### src/rtl/led_matrix_pkg.sv
// Shared types and width helpers for the HUB75 BCM scan driver.
// Also defines where each colour channel sits inside a framebuffer word.
package led_matrix_pkg;

  typedef enum logic [2:0] {
    ST_IDLE,
    ST_SHIFT,
    ST_BLANK,
    ST_LATCH,
    ST_SHOW
  } state_t;

  // Address width for an index range of n entries; never narrower than one bit.
  function automatic int addr_bits(input int n);
    return (n <= 1) ? 1 : $clog2(n);
  endfunction

  // The dwell counter covers both the longest on-time and the blanking gap.
  function automatic int on_bits(input int base_on, input int bpc, input int blank);
    int max_t;
    max_t = base_on << (bpc - 1);
    if (blank > max_t) max_t = blank;
    return $clog2(max_t + 1);
  endfunction

  // Framebuffer word is {green[BPC-1:0], red[BPC-1:0]}.
  function automatic int red_pos(input int plane);
    return plane;
  endfunction

  function automatic int green_pos(input int bpc, input int plane);
    return bpc + plane;
  endfunction

endpackage

### src/rtl/led_matrix_if.sv
// Framebuffer read port, panel pins and run control of the scan driver.
// master = scan driver, slave = framebuffer/panel side.
interface led_matrix_if
  import led_matrix_pkg::*;
#(
  parameter int COLS = 32,
  parameter int ROWS = 16,
  parameter int BPC  = 4
);
  localparam int RW = addr_bits(ROWS);
  localparam int CW = addr_bits(COLS);

  logic                 enable;
  logic                 fb_rd_en;
  logic [RW+CW-1:0]     fb_addr;
  logic [2*BPC-1:0]     fb_data;
  logic                 red;
  logic                 green;
  logic                 step;
  logic                 latch;
  logic                 output_enable;
  logic [RW-1:0]        addr;
  logic                 frame_done;

  modport master (
    input  enable, fb_data,
    output fb_rd_en, fb_addr, red, green, step, latch, output_enable, addr, frame_done
  );

  modport slave (
    output enable, fb_data,
    input  fb_rd_en, fb_addr, red, green, step, latch, output_enable, addr, frame_done
  );

endinterface

### src/rtl/led_shift_clock.sv
// Free-running 2*CLK_DIV phase counter while run is high; produces the panel
// shift clock and the strobes that pace column shifting and latch width.
module led_shift_clock #(
  parameter int CLK_DIV = 4
) (
  input  logic clk,
  input  logic rst,
  input  logic run,
  output logic step,
  output logic low_start,
  output logic low_second,
  output logic low_end,
  output logic period_end
);
  localparam int PW = $clog2(2 * CLK_DIV);

  logic [PW-1:0] phase;

  // NOTE: state registers use non-blocking assignments so every flop samples
  // pre-edge values; blocking here would create order-dependent races.
  always_ff @(posedge clk or posedge rst) begin
    if (rst) begin
      phase <= '0;
    end else if (!run || phase == PW'(2 * CLK_DIV - 1)) begin
      phase <= '0;
    end else begin
      phase <= phase + 1'b1;
    end
  end

  assign step       = run && (phase >= PW'(CLK_DIV));
  assign low_start  = run && (phase == '0);
  assign low_second = run && (phase == PW'(1));
  assign low_end    = run && (phase == PW'(CLK_DIV - 1));
  assign period_end = run && (phase == PW'(2 * CLK_DIV - 1));

endmodule

### src/rtl/led_matrix_scan.sv
// HUB75 red/green scan driver with binary-coded-modulation greyscale:
// shift one bit-plane per row, blank, latch, then light it for BASE_ON << plane.
module led_matrix_scan
  import led_matrix_pkg::*;
#(
  parameter int COLS    = 32,
  parameter int ROWS    = 16,
  parameter int BPC     = 4,
  parameter int CLK_DIV = 4,
  parameter int BASE_ON = 32,
  parameter int BLANK   = 2
) (
  input  logic clk,
  input  logic rst,
  led_matrix_if.master bus
);
  localparam int RW = addr_bits(ROWS);
  localparam int CW = addr_bits(COLS);
  localparam int PW = addr_bits(BPC);
  localparam int OW = on_bits(BASE_ON, BPC, BLANK);

  state_t          state;
  state_t          state_next;
  logic [RW-1:0]   row;
  logic [RW-1:0]   addr_q;
  logic [CW-1:0]   col;
  logic [PW-1:0]   plane;
  logic [OW-1:0]   dwell;
  logic [OW-1:0]   on_time;
  logic            red_q;
  logic            green_q;
  logic            frame_done_q;

  logic            run;
  logic            step_raw;
  logic            low_start;
  logic            low_second;
  logic            low_end;
  logic            period_end;
  logic            last_col;
  logic            last_plane;
  logic            last_row;
  logic            blank_end;
  logic            show_end;
  logic            px_red;
  logic            px_green;
  logic [2*BPC-1:0] red_sh;
  logic [2*BPC-1:0] green_sh;

  assign run = (state == ST_SHIFT) || (state == ST_LATCH);

  led_shift_clock #(.CLK_DIV(CLK_DIV)) u_shift_clock (
    .clk       (clk),
    .rst       (rst),
    .run       (run),
    .step      (step_raw),
    .low_start (low_start),
    .low_second(low_second),
    .low_end   (low_end),
    .period_end(period_end)
  );

  assign on_time    = OW'(BASE_ON) << plane;
  assign last_col   = (col == '0);
  assign last_plane = (plane == PW'(BPC - 1));
  assign last_row   = (row == RW'(ROWS - 1));
  assign blank_end  = (dwell == OW'(BLANK - 1));
  assign show_end   = (dwell == on_time - OW'(1));

  assign red_sh   = bus.fb_data >> red_pos(int'(plane));
  assign green_sh = bus.fb_data >> green_pos(BPC, int'(plane));
  assign px_red   = red_sh[0];
  assign px_green = green_sh[0];

  always_ff @(posedge clk or posedge rst) begin
    if (rst) state <= ST_IDLE;
    else     state <= state_next;
  end

  // NOTE: every signal driven in an always_comb gets a default first, so no
  // path through the case statement can leave it unassigned and infer a latch.
  always_comb begin
    state_next = state;
    case (state)
      ST_IDLE:  if (bus.enable) state_next = ST_SHIFT;
      ST_SHIFT: if (period_end && last_col) state_next = ST_BLANK;
      ST_BLANK: if (blank_end) state_next = ST_LATCH;
      ST_LATCH: if (low_end) state_next = ST_SHOW;
      ST_SHOW:  if (show_end) state_next = (last_plane && !bus.enable) ? ST_IDLE : ST_SHIFT;
      default:  state_next = ST_IDLE;
    endcase
  end

  // Pixel bits are forwarded straight from the read data in the second low
  // cycle so they settle CLK_DIV-1 cycles ahead of the step rise.
  always_comb begin
    bus.fb_rd_en      = 1'b0;
    bus.fb_addr       = '0;
    bus.step          = 1'b0;
    bus.latch         = 1'b0;
    bus.output_enable = 1'b0;
    bus.red           = red_q;
    bus.green         = green_q;
    case (state)
      ST_SHIFT: begin
        bus.fb_rd_en = low_start;
        bus.step     = step_raw;
        if (low_start) bus.fb_addr = {row, col};
        if (low_second) begin
          bus.red   = px_red;
          bus.green = px_green;
        end
      end
      ST_LATCH: bus.latch = 1'b1;
      ST_SHOW:  bus.output_enable = 1'b1;
      default:  ;
    endcase
  end

  assign bus.addr       = addr_q;
  assign bus.frame_done = frame_done_q;

  always_ff @(posedge clk or posedge rst) begin
    if (rst) begin
      row          <= '0;
      plane        <= '0;
      col          <= CW'(COLS - 1);
      dwell        <= '0;
      addr_q       <= '0;
      red_q        <= 1'b0;
      green_q      <= 1'b0;
      frame_done_q <= 1'b0;
    end else begin
      frame_done_q <= (state == ST_SHOW) && show_end && last_plane && last_row;

      if (state_next != state || !(state == ST_BLANK || state == ST_SHOW)) dwell <= '0;
      else dwell <= dwell + 1'b1;

      if (state == ST_SHIFT && period_end) col <= last_col ? CW'(COLS - 1) : col - 1'b1;

      if (state == ST_SHIFT && low_second) begin
        red_q   <= px_red;
        green_q <= px_green;
      end else if (state != ST_SHIFT) begin
        red_q   <= 1'b0;
        green_q <= 1'b0;
      end

      // Row select moves only while the panel is dark.
      if (state == ST_BLANK && dwell == '0) addr_q <= row;
      else if (state == ST_IDLE)            addr_q <= '0;

      if (state == ST_SHOW && show_end) begin
        plane <= last_plane ? '0 : plane + 1'b1;
        if (last_plane) row <= last_row ? '0 : row + 1'b1;
      end
    end
  end

endmodule

### src/flat_wrapper.sv
// flat-port wrapper written by rule: the top's interface ports become plain ports
module led_matrix_scan_flat import led_matrix_pkg::*;
#(
  parameter int COLS    = 32,
  parameter int ROWS    = 16,
  parameter int BPC     = 4,
  parameter int CLK_DIV = 4,
  parameter int BASE_ON = 32,
  parameter int BLANK   = 2
)
  (clk, rst, bus_enable, bus_fb_data, bus_fb_rd_en, bus_fb_addr, bus_red, bus_green, bus_step, bus_latch, bus_output_enable, bus_addr, bus_frame_done);
  led_matrix_if #(.COLS(COLS), .ROWS(ROWS), .BPC(BPC)) bus_i ();
  input  logic clk;
  input  logic rst;
  input wire logic [$bits(bus_i.enable)-1:0] bus_enable;
  input wire logic [$bits(bus_i.fb_data)-1:0] bus_fb_data;
  output wire logic [$bits(bus_i.fb_rd_en)-1:0] bus_fb_rd_en;
  output wire logic [$bits(bus_i.fb_addr)-1:0] bus_fb_addr;
  output wire logic [$bits(bus_i.red)-1:0] bus_red;
  output wire logic [$bits(bus_i.green)-1:0] bus_green;
  output wire logic [$bits(bus_i.step)-1:0] bus_step;
  output wire logic [$bits(bus_i.latch)-1:0] bus_latch;
  output wire logic [$bits(bus_i.output_enable)-1:0] bus_output_enable;
  output wire logic [$bits(bus_i.addr)-1:0] bus_addr;
  output wire logic [$bits(bus_i.frame_done)-1:0] bus_frame_done;
  assign bus_i.enable = bus_enable;
  assign bus_i.fb_data = bus_fb_data;
  assign bus_fb_rd_en = bus_i.fb_rd_en;
  assign bus_fb_addr = bus_i.fb_addr;
  assign bus_red = bus_i.red;
  assign bus_green = bus_i.green;
  assign bus_step = bus_i.step;
  assign bus_latch = bus_i.latch;
  assign bus_output_enable = bus_i.output_enable;
  assign bus_addr = bus_i.addr;
  assign bus_frame_done = bus_i.frame_done;
  led_matrix_scan #(.COLS(COLS), .ROWS(ROWS), .BPC(BPC), .CLK_DIV(CLK_DIV), .BASE_ON(BASE_ON), .BLANK(BLANK)) u_core (.clk(clk), .rst(rst), .bus(bus_i));
endmodule
### config.mk
export PLATFORM = sky130hd
export DESIGN_NAME = led_matrix_scan_flat
export DESIGN_NICKNAME = d
export VERILOG_FILES = /design/src/rtl/led_matrix_pkg.sv /design/src/rtl/led_matrix_if.sv /design/src/rtl/led_shift_clock.sv /design/src/rtl/led_matrix_scan.sv /design/src/flat_wrapper.sv
export SDC_FILE = /design/constraint.sdc
export NUM_CORES = 1
export LEC_CHECK = 0
export ABC_AREA = 0
export BUFFER_PORTS_ARGS = -buffer_cell sky130_fd_sc_hd__buf_2
export CAP_MARGIN = 20
export CORE_MARGIN = 1
export CORE_UTILIZATION = 35
export CTS_CLUSTER_SIZE = 12
export DETAILED_ROUTE_END_ITERATION = 7
export GPL_ROUTABILITY_DRIVEN = 0
export PLACE_DENSITY = 0.66
export SLEW_MARGIN = 30
export SYNTH_ARGS = -nofsm -noshare
export SYNTH_HDL_FRONTEND = slang
export SYNTH_SLANG_ARGS = --single-unit
### constraint.sdc
create_clock -name clk -period 2.55 [get_ports clk]
set_input_delay 0.1275 -clock clk [delete_from_list [all_inputs] [get_ports clk]]
set_output_delay 0.1275 -clock clk [all_outputs]
set_load 0.03 [all_outputs]
**Yosys cells after proc, flatten, opt, wreduce, memory -nomap -nowiden**

Cells that the tools add are included.

- Logic and storage cells: 88
- Input port bits: 11
- Memories: 0
- ROM bits: 0
- Latch bits: 0
- Flip-flop bits (word level): 33
- Memory bits (writable): 0
- Output and inout port bits: 20

- Equal/unequal tests: 13
- Reductions and logical operators: 27
- Mux-type cells: 27
- Shift operators: 3
- Bitwise operators: 0
- Order comparisons: 1
- Divide/modulo/power cells: 0
- Add/subtract/negate cells: 7
- Multipliers: 0

Operators by type and width:

| operator | count |
|---|---|
| 8-bit by 32-bit right shift with 1-bit output | 1 |
| 9-bit 2-to-1 mux | 3 |
| 3-bit 2-to-1 mux | 6 |
| 3-bit one-hot mux with 5 select lines | 1 |
| 1-bit logical AND | 13 |
| 1-bit 2-to-1 mux | 12 |
| 4-bit 2-to-1 mux | 3 |
| 9-bit by 1-bit adder with 9-bit output, second input constant | 1 |
| 3-bit by 2-bit == test with 1-bit output, second input constant | 3 |
| 9-bit by 1-bit == test with 1-bit output, second input constant | 1 |
| 9-bit == test | 1 |
| 9-bit zero test | 1 |
| 6-bit by 2-bit left shift with 9-bit output, first input constant | 1 |
| 9-bit by 1-bit subtractor with 9-bit output, second input constant | 1 |
| 8-bit by 2-bit right shift with 1-bit output | 1 |
| 3-bit by 1-bit == test with 1-bit output, second input constant | 2 |
| 3-bit == test, second input constant | 2 |
| 3-bit zero test | 2 |
| 5-bit zero test | 1 |
| 5-bit 2-to-1 mux | 1 |
| 5-bit by 1-bit subtractor with 5-bit output, second input constant | 1 |
| 3-bit by 2-bit adder with 4-bit output, first input constant | 1 |
| 4-bit by 1-bit adder with 4-bit output, second input constant | 1 |
| 4-bit == test, second input constant | 1 |
| 11 further kinds | 17 |

**Longest topological paths before layout**

Gate-level depths: netlist of run 1.

- Word-level depth: 9
- Gate-level depth with buffers: 8
- Depth with buffers taken out: 7

**Modules after synthesis**

A second synthesis of run 1 with hierarchy kept.

- Cells, all modules: 198
- Area, all modules: 2000.7 µm²

Modules (own cells, without submodules):

| module | area an instance (µm²) | sequential area each (µm²) | cells an instance | times used |
|---|---|---|---|---|
| led_matrix_scan | 1776.7 | 757.0 | 178 | 1 |
| led_shift_clock | 224.0 | 75.1 | 20 | 1 |

**Worst setup path after synthesis of run 1**

OpenSTA, ideal clock, no wires.

- Path type: flip-flop to flip-flop
- From: register u_core.plane[0]
- To: register u_core.dwell[2]
- Data arrival time: 1.666 ns
- Stages on the path, launching flop included: 9
- Setup slack: 0.750 ns
- Clock period less this slack: 1.800 ns
- Buffers on the path: 1
- Required time: 2.416 ns
- Library setup time: 0.134 ns
- Cell sequence: dfrtp_1 clkbuf_1 inv_1 ha_1 xor2_1 and4_4 nand2_1 a21oi_2 nor3_1

- Longest elaborated chain between the ends: 8
- Elaborated cells on any way between the ends: 11
- Classes of those cells: add/sub: 1; eq/ne: 3; shift: 1; mux: 4; reduce/logical: 2

Ends and longest elaborated chain:

| item | RTL line | text |
|---|---|---|
| from (decl) | led_matrix_scan.sv:27 | `logic [PW-1:0] plane;` |
| from (signal assigned) | led_matrix_scan.sv:154 | `plane <= last_plane ? '0 : plane + 1'b1;` |
| 6-bit by 2-bit left shift with 9-bit output / 2-bit == test (equally long branches) | led_matrix_scan.sv:63, led_matrix_scan.sv:65 |  |
| 9-bit by 1-bit subtractor with 9-bit output / 1-bit logical AND (equally long branches) | led_matrix_scan.sv:68, led_matrix_scan.sv:89 |  |
| 9-bit == test / 1-bit 2-to-1 mux (equally long branches) | led_matrix_scan.sv:68, led_matrix_scan.sv:89 |  |
| 3-bit 2-to-1 mux * | led_matrix_scan.sv:89 | `ST_SHOW: if (show_end) state_next = (last_plane && !bus.enable) ? ST_IDLE : ST_SHIFT;` |
| 3-bit one-hot mux with 5 select lines * | led_matrix_scan.sv:84 | `case (state)` |
| 3-bit != test * | led_matrix_scan.sv:136 | `if (state_next != state \|\| !(state == ST_BLANK \|\| state == ST_SHOW)) dwell <= '0;` |
| 1-bit logical OR * | led_matrix_scan.sv:136 |  |
| 9-bit 2-to-1 mux * | led_matrix_scan.sv:136 |  |
| to (signal assigned) | led_matrix_scan.sv:137 | `else dwell <= dwell + 1'b1;` |
| to (decl) | led_matrix_scan.sv:28 | `logic [OW-1:0] dwell;` |

Mark *: on every way between the ends. The rest lies on a longest branch, timed or not.
A chain may end at the register's enable or synchronous reset.

**Final worst setup path of run 1**

- From: register u_core.plane[0]
- To: register u_core.dwell[5]

Same word-level chain as after synthesis.

==> results of run 1 <==
## cell type report
cell class,instances,share of cell area [%]
multi-input combinational,149,46.0
sequential,33,36.3
timing repair buffer,32,7.32
clock buffer,7,4.21
tap,72,3.93
inverter,12,1.97
clock inverter,1,0.219
## Yosys cell counts (2+ instances only)
master | count | area (um2)
dfrtp_1 | 28 | 701
mux2_2 | 3 | 33.8
dfstp_2 | 5 | 131
xnor2_1 | 7 | 61.3
nand4_1 | 3 | 18.8
and3_2 | 3 | 22.5
ha_1 | 14 | 175
xor2_1 | 7 | 61.3
buf_6 | 3 | 33.8
or3b_2 | 2 | 17.5
nand2_1 | 25 | 93.8
inv_1 | 12 | 45.0
o21ai_0 | 12 | 60.1
mux4_2 | 2 | 45.0
clkbuf_1 | 2 | 7.51
nor3_1 | 4 | 20.0
and4_1 | 3 | 26.3
and2_1 | 11 | 68.8
or4_1 | 2 | 15.0
mux2i_1 | 2 | 20.0
nor2_1 | 19 | 71.3
nand3_1 | 9 | 45.0
## through the flow
step | setup WS, ns | instances
6_report | 0.476 | 306
5_1_grt | 0.263 | 306
4_1_cts | 0.473 | 306
3_5_place_dp | 0.499 | 297
3_3_place_gp | 0.584 | 297
2_1_floorplan | 0.750 | 203
## worst paths after layout
path	start	end	cells past startpoint
hold reg to reg	u_core.u_shift_clock.phase[0]	u_core.u_shift_clock.phase[0]	1
min in group asynchronous	rst	u_core.bus.addr[1]	4
setup / recovery	u_core.plane[0]	u_core.dwell[5]	6
max in group asynchronous	rst	u_core.col[4]	4
hold / removal	bus_enable	u_core.state[0]	4
setup reg to reg	u_core.plane[0]	u_core.dwell[5]	6
## flip-flops by register name (all words and copies together) (netlist names)
name / cells
u_core.state: 3
u_core.row: 4
u_core.col: 5
u_core.bus.addr: 4
u_core.u_shift_clock.phase: 3
u_core.red_q: 1
u_core.bus.frame_done: 1
u_core.dwell: 9
u_core.green_q: 1
u_core.plane: 2
## placed cells by master (no fill, tap or decap), drive strengths merged, types with 4 or more instances in the layout
master  count
o21ai      12
inv        12
nand3       9
and4        4
buf        31
dfstp       5
nor3        4
nor2       19
clkbuf      7
ha         14
xnor2       7
and2       11
xor2        8
dfrtp      28
and3        4
nand2      26
## worst min-delay path, stage by stage
cell and delay (ns):
buf_2 0.11, nand3_1 0.07, o21a_1 0.14, o211ai_2 0.11
## routing by layer
layer	vias to the layer above	track usage, %	share of wire, %
met2	35	21.2	45
li1	746	-	-
met4	0	5.66	1.4
met1	718	17.9	49
met3	4	3.41	4.7
met5	-	0	0
## power by group through the flow
stage | registers [mW] | logic [mW] | clock network, mW
floorplan | 0.535 | 0.0173 | 0
global placement | 0.536 | 0.0318 | 0
detailed placement | 0.536 | 0.0319 | 0
CTS | 0.526 | 0.0329 | 0.443
global route | 0.526 | 0.0356 | 0.471
finish | 0.526 | 0.0314 | 0.428
## what timing repair did
item                      CTS  global route
gates resized for setup     0             0
hold endpoints to repair   28             0
hold buffers                1             0
## cell families after synthesis
family | Yosys count
adder cells (fa/ha/maj) | 14
AND/OR/NAND/NOR | 92
flip-flops | 33
buffers and inverters | 21
AO/OA/AOI/OAI | 21
multiplexers | 7
XOR/XNOR | 15
==> results.txt, run 1 <==
The flow ran to the end, but the final reports show violations. The checks that failed: DRC. TritonCTS created 5 clock buffers. Total of fill cells in the finished design: 545. Summing every instance area after synthesis gives 1990 um2. At the later pin of the worst-skew pair, clock insertion delay measures 0.28 ns. After clock tree synthesis, the clock-pin slew on the worst setup and hold paths is 0.07 ns. IR analysis of the VDD net gives a maximum drop of 0.211 mV. Fraction of registers with async set/reset: 100%. The starting density of the core came out at 36.2%.

Entering global routing, the biggest net connects 34 pins. Post-CTS setup buffer count: 0. The first global-routing pass estimated 6420 um of wire.

The all-layer global routing usage was 13.6%. The synthesized netlist net count was 228; the synthesis-to-finish area growth was 14.9%. The tools report the antenna cell count as 0.

The run gives 3.2% as the combinational fraction of design power. The footprint of the flip-flops and latches is 832 um2, and the horizontal die dimension is 77.5 um. By area, the combinational part of the netlist is dominated by simple AND/OR/NAND/NOR gates. Summing the areas of all and, or, nand and nor instances in the mapped netlist gives 25.2% of the synthesized area. The cell at the root of the clock tree is clkbuf_8.

For the sum of negative setup slack, the log shows 0 ns. Summed over all nets, the half-perimeter wirelength after detailed placement is 2740 um. The number of global-route vias before repair is 1426, and the count of buffers inserted at the top-level ports is 30. The portion of synthesized area spent on multiplexers is 4.96%. Across the routed clock network, the largest skew measured is 0.00302 ns. TritonCTS built the clock tree. Setup repair after global routing left no endpoint under its margin.

The detailed router placed 1503 vias in this run. The worst path in the final design needs a cycle of 2.07 ns, including I/O delays and setup. The power density over the cells works out to 430 nW/um2. 31 I/O pins were placed. The logs give 2 for the maximum clock insertion buffer count and 0 for the final-report setup violation count.

The logs give 3670 um for the overall routed net length and 258 for the number of nets in the layout. During synthesis, Yosys emitted a total of 0 warnings. The tools report the nature of the critical path startpoint as a flip-flop. For the total count of max-transition violations in the final report, the log shows 0.

Of the total power, the share spent switching nets is 20.6%. The worst setup path is captured at a flip-flop. After Yosys synthesis, full adders, half adders and majority gates account for 8.79% of the synthesized area.

Dividing the final minimum period by the clock period gives 81.3%. The per-cell via count in the routed design came out at 4.91. The initialized floorplan defines 27 standard-cell rows. The number of detailed-route iterations in the first pass is 6, and the average cell area after synthesis is 9.82 um2.

The number of synthesized flops with an enable pin was 0; the share of the yosys chip area belonging to registers was 41.7%. Summing the areas of all compound-gate instances in the mapped netlist gives 6.91% of the synthesized area. The run gives 0 as the total congestion overflow after global routing. For this run, the leading register cell type out of synthesis is dfrtp_1. STA puts the critical path data arrival time at 2.22 ns. The logs give 0 for the number of maximum-capacitance constraint violations and 203 for the instance count of the mapped netlist. Count of cell types in the netlist: 47. Cells fill 41.6% of the core in the end.

The completed layout was analyzed and its total power is 0.985 mW. The logs give 0.344 ns for the worst hold margin and 482 MHz for the achievable frequency. The die is 77.5 um tall. The run gives 33 as the number of clock sinks seen by CTS. Cell internal power was estimated by the tool at 0.782 mW. The finished cells cover 2290 um2. The tightest min-delay check is of the in2reg type. Per report_power, the sequential group accounts for 53.4% of the total.

The core region is 5510 um2. For this design, the slowest cell found on the critical path is dfrtp_1. The placed instances occupy a cell area of 2180 um2. In the final layout, the multi-input gates occupy 1050 um2. In the final layout, the share of cells above drive strength 1 is 26.5%. The analysis attributes to net switching a power of 0.203 mW.

The analysis attributes to cell leakage a power of 1.08 nW. On the worst path, the slowest cell contributes a delay of 0.53 ns. The detail route stage leaves a number of antenna-violating nets equal to 0. For this run, design rule violations remaining after detail routing come to 2.

The hold violation count in the final report is 0, and the violation count after the first detailed-route iteration is 50. The critical path goes through ha_1 > xor2_2 > xnor2_1 > nand2_1 > a21oi_2 > nor2_1. The critical path buffer and inverter count was 0; the required time at the endpoint of the critical path was 2.70 ns. CTS built an H-tree with a depth of 2. The critical setup path kind was reg2reg. The tools report the portion of total power attributed to the clock network as 43.4%.

Headroom to the max-slew limit came out at 69.4%. At the pin with the least slew margin, the transition time is 0.457 ns. In the final routed layout, each cell accounts on average for 12.0 um.

The number of storage elements in the synthesis netlist is 33. The number of antenna violations at the first check in global routing is 0, and the worst-path maximum fanout is 9. Across all register-to-register paths, the minimum setup slack is 0.48 ns. For the die area, the log shows 6000 um2. Of the total synthesized cell area, the portion taken by XOR and XNOR cells is 6.97%.

Top cell family by delay on the critical path: flip-flops.
(Power assumes the default switching activity.)
==> inputs of run 2 (changes only) <==
--- a/config.mk
+++ b/config.mk
@@ -13,7 +13,7 @@
 export CTS_CLUSTER_SIZE = 12
 export DETAILED_ROUTE_END_ITERATION = 7
 export GPL_ROUTABILITY_DRIVEN = 0
-export PLACE_DENSITY = 0.66
+export PLACE_DENSITY = 0.68
 export SLEW_MARGIN = 30
 export SYNTH_ARGS = -nofsm -noshare
 export SYNTH_HDL_FRONTEND = slang
==> constraint.sdc (replaced) <==
create_clock -name clk -period 1.8 [get_ports clk]
set_input_delay 0.09 -clock clk [delete_from_list [all_inputs] [get_ports clk]]
set_output_delay 0.09 -clock clk [all_outputs]
set_load 0.03 [all_outputs]
==> run 2 against run 1 <==
Non-clock buffer count increased by 20. The run ends with setup timing left. Hold slack lost 0.034 ns. Register-to-register slack got worse by 0.47 ns. Global-route usage down 0.27 points. Clock skew rose by 0.0011 ns. Setup slack worse by 0.49 ns. Core utilization is 5.2 points higher. Via count grew 3.8%. Sequential power grew 42%. Wire length grew 5.0%.
==> results.txt, run 2 (same netlist as run 1, synthesis figures left out) <==
The logs give 312 for the number of placed instances, taps included and 0.00410 ns for the worst-case clock skew. Setup slack on the worst reg-to-reg path comes out at 0.01 ns. The first TritonRoute pass finished after 4 iterations. After legalization and detailed placement, the total HPWL measured 2780 um. The tree is rooted in a clkbuf_8. The worst register-to-register path begins at u_core.plane[0].

The required time at the endpoint of the critical path is 1.71 ns, and the relative slew slack is 72.2%. Derived from the worst setup path, the maximum achievable clock frequency is 552 MHz. The clock passes through at most 2 buffers. The tree built by TritonCTS fans out to 33 sinks. After the first detailed-routing iteration, the DRC count stood at 46. TritonCTS built the clock tree. The number of nets in the layout came out at 278.

The number of cell instances on the worst register-to-register path came out at 8. In this design, the critical path's most frequently occurring cell is buf_6. The H-tree generated during clock tree synthesis spans 2 levels.

The antenna cell count was 0; the transition time at the pin with the least slew margin was 0.417 ns. In this run the static leakage power is 1.24 nW. The maximum VDD drop is 0.268 mV, and the remaining antenna violation count after routing is 0. The floorplan step set the die width to 77.5 um. OpenSTA, run right after detailed placement, puts the worst setup slack at -0.00783 ns. Net switching is 21.6% of the power. The final-report setup violation count was 2.

For the share of total power in sequential cells, the log shows 56.5%. The largest registers in the layout are u_core.dwell x9, u_core.col x5. The hold violation count in the final report was 0; the source-to-sink clock delay at the later pin of the worst-skew pair was 0.28 ns. The library cell used most frequently in the layout, excluding fill and tap cells, is buf_2. The critical path is of the reg2out type. The initial utilization of the core area, before any placement, comes to 36.2%.

The run finished, with violations left. Cell with the biggest individual delay on the critical path: mux4_2. In the routed design, unresolved DRC markers number 0. The clock network accounts for 39.8% of the total power. The hold path startpoint was bus_fb_data[3].

Clock tree synthesis inserted a total of 5 buffers. The path with the worst hold slack has its endpoint at u_core.red_q. The checks that failed: setup timing. The tools report the placeable core region as 5510 um2. The flip-flop count of the largest register after layout is 9, and the per-cell via count in the routed design is 4.79. Excluding fillers, the count of instances in the completed layout stands at 326. For this block, the via count after detailed routing is 1560. The worst-path maximum fanout was 3; the largest net degree at the start of global routing was 34. In this run the power density over the cells is 512 nW/um2. The combinational fraction of design power was 3.7%; the number of top-level pins was 31.

The worst setup path is captured at an output port. The logs give 0 for the total congestion overflow after global routing and 46.8% for the utilization after layout. The internal power contribution is 1.03 mW. The worst hold margin came out at 0.310 ns. Path category of the worst min-delay check: in2reg. The total count of max-transition violations in the final report was 0. Global routing used 13.4% of the available tracks.

For the number of antenna violations at the first check in global routing, the log shows 0. Along the worst hold path, the cell count comes to 4. Relative to the synthesized area, the layout overhead comes to 29.2%. For the net switching power of the design, the log shows 0.285 mW. The start point of the critical path was u_core.plane[0]. The worst reg2reg path endpoint is u_core.dwell[1]. After layout, the minimum clock period comes to 1.81 ns.

The first global-routing pass estimated 6310 um of wire. The tools report the critical path data arrival time as 1.72 ns. STA classifies the critical path startpoint as a flip-flop.

The largest single stage delay on the critical path is 0.52 ns. The die is 77.5 um tall. The tools report the total of fill cells in the finished design as 507. Dividing the final minimum period by the clock period gives 101%.

u_core.dwell holds more flip-flops than any other register. Setup repair after global routing could not meet its margin everywhere. The tools report the cell row count as 27. The signal on the critical path passes through buf_6 > mux4_2 > mux2_2 > buf_6. In the final routed layout, each cell accounts on average for 11.8 um.

The number of maximum-capacitance constraint violations is 0, and the count of buffers inserted at the top-level ports is 30. The die covers 6000 um2. The overall routed net length was 3860 um; the register clock-pin slew on the reported worst setup and hold paths was 0.07 ns. The tools report the post-layout worst setup margin as -0.0122 ns. Leaving out fill and tap cells, the most frequent cells in the layout are buf_2, dfrtp_1, nand2_1, nor2_1, buf_4. The share of cells above drive strength 1 was 39.4%; the number of global-route vias before repair was 1459.
## run 2: critical path, delay by kind of cell (launching register included)
kind / cells / cell delay (ns)
buf+inv: 2 / 0.26
flops: 1 / 0.38
mux: 2 / 0.81
## run 2: how the worst max path moves through the flow
stage	end	slack, ns	depth (start not counted)
finish	bus_green	-0.01	4
detailed placement	u_core.dwell[2]	-0.008	7
global placement	u_core.dwell[2]	0.06	7
CTS	bus_green	-0.002	4
floorplan	u_core.dwell[2]	0.0002	8
global route	u_core.dwell[1]	-0.09	7
## run 2: area by class of cell
type | count | area (um2) | area share [%]
Tap cell | 72 | 90.1 | 3.50
Multi-Input combinational cell | 149 | 1170 | 45.5
Inverter | 12 | 45.0 | 1.75
Clock inverter | 2 | 10.0 | 0.389
Clock buffer | 6 | 72.6 | 2.82
Sequential cell | 33 | 835 | 32.4
Timing Repair Buffer | 52 | 352 | 13.7
## run 2: power groups by stage
stage          clock network (mW)  logic [mW]  registers (mW)
2_1_floorplan                   0      0.0245           0.759
3_3_place_gp                    0      0.0442           0.759
3_5_place_dp                    0      0.0448           0.759
4_1_cts                     0.540      0.0504           0.745
5_1_grt                     0.578      0.0541           0.745
6_report                    0.524      0.0486           0.746
## run 2: through the flow
step / total power [mW] / cell area (um2) / TNS [ns]
after floorplan: 0.783 / 1990 / 0
after global placement: 0.803 / 2290 / 0
after detailed placement: 0.804 / 2290 / -0.00783
after CTS: 1.34 / 2440 / -0.00155
after global routing: 1.38 / 2570 / -0.429
final: 1.32 / 2570 / -0.0188
## run 2: layer usage
| metal | track usage, % | share of wire [%] | vias up |
|---|---|---|---|
| met2 | 22.5 | 48 | 38 |
| met5 | 0 | 0 | - |
| li1 | - | - | 789 |
| met4 | 3.96 | 1.4 | 0 |
| met1 | 16.5 | 46 | 728 |
| met3 | 3.88 | 4.5 | 5 |
## run 2: what timing repair did
action	4_1_cts	5_1_grt
hold buffers	1	0
setup endpoints to repair	10	28
endpoints found under the hold margin	28	0
pin swaps	2	7
resized for setup	13	31
setup buffers	2	2
cloned	0	1
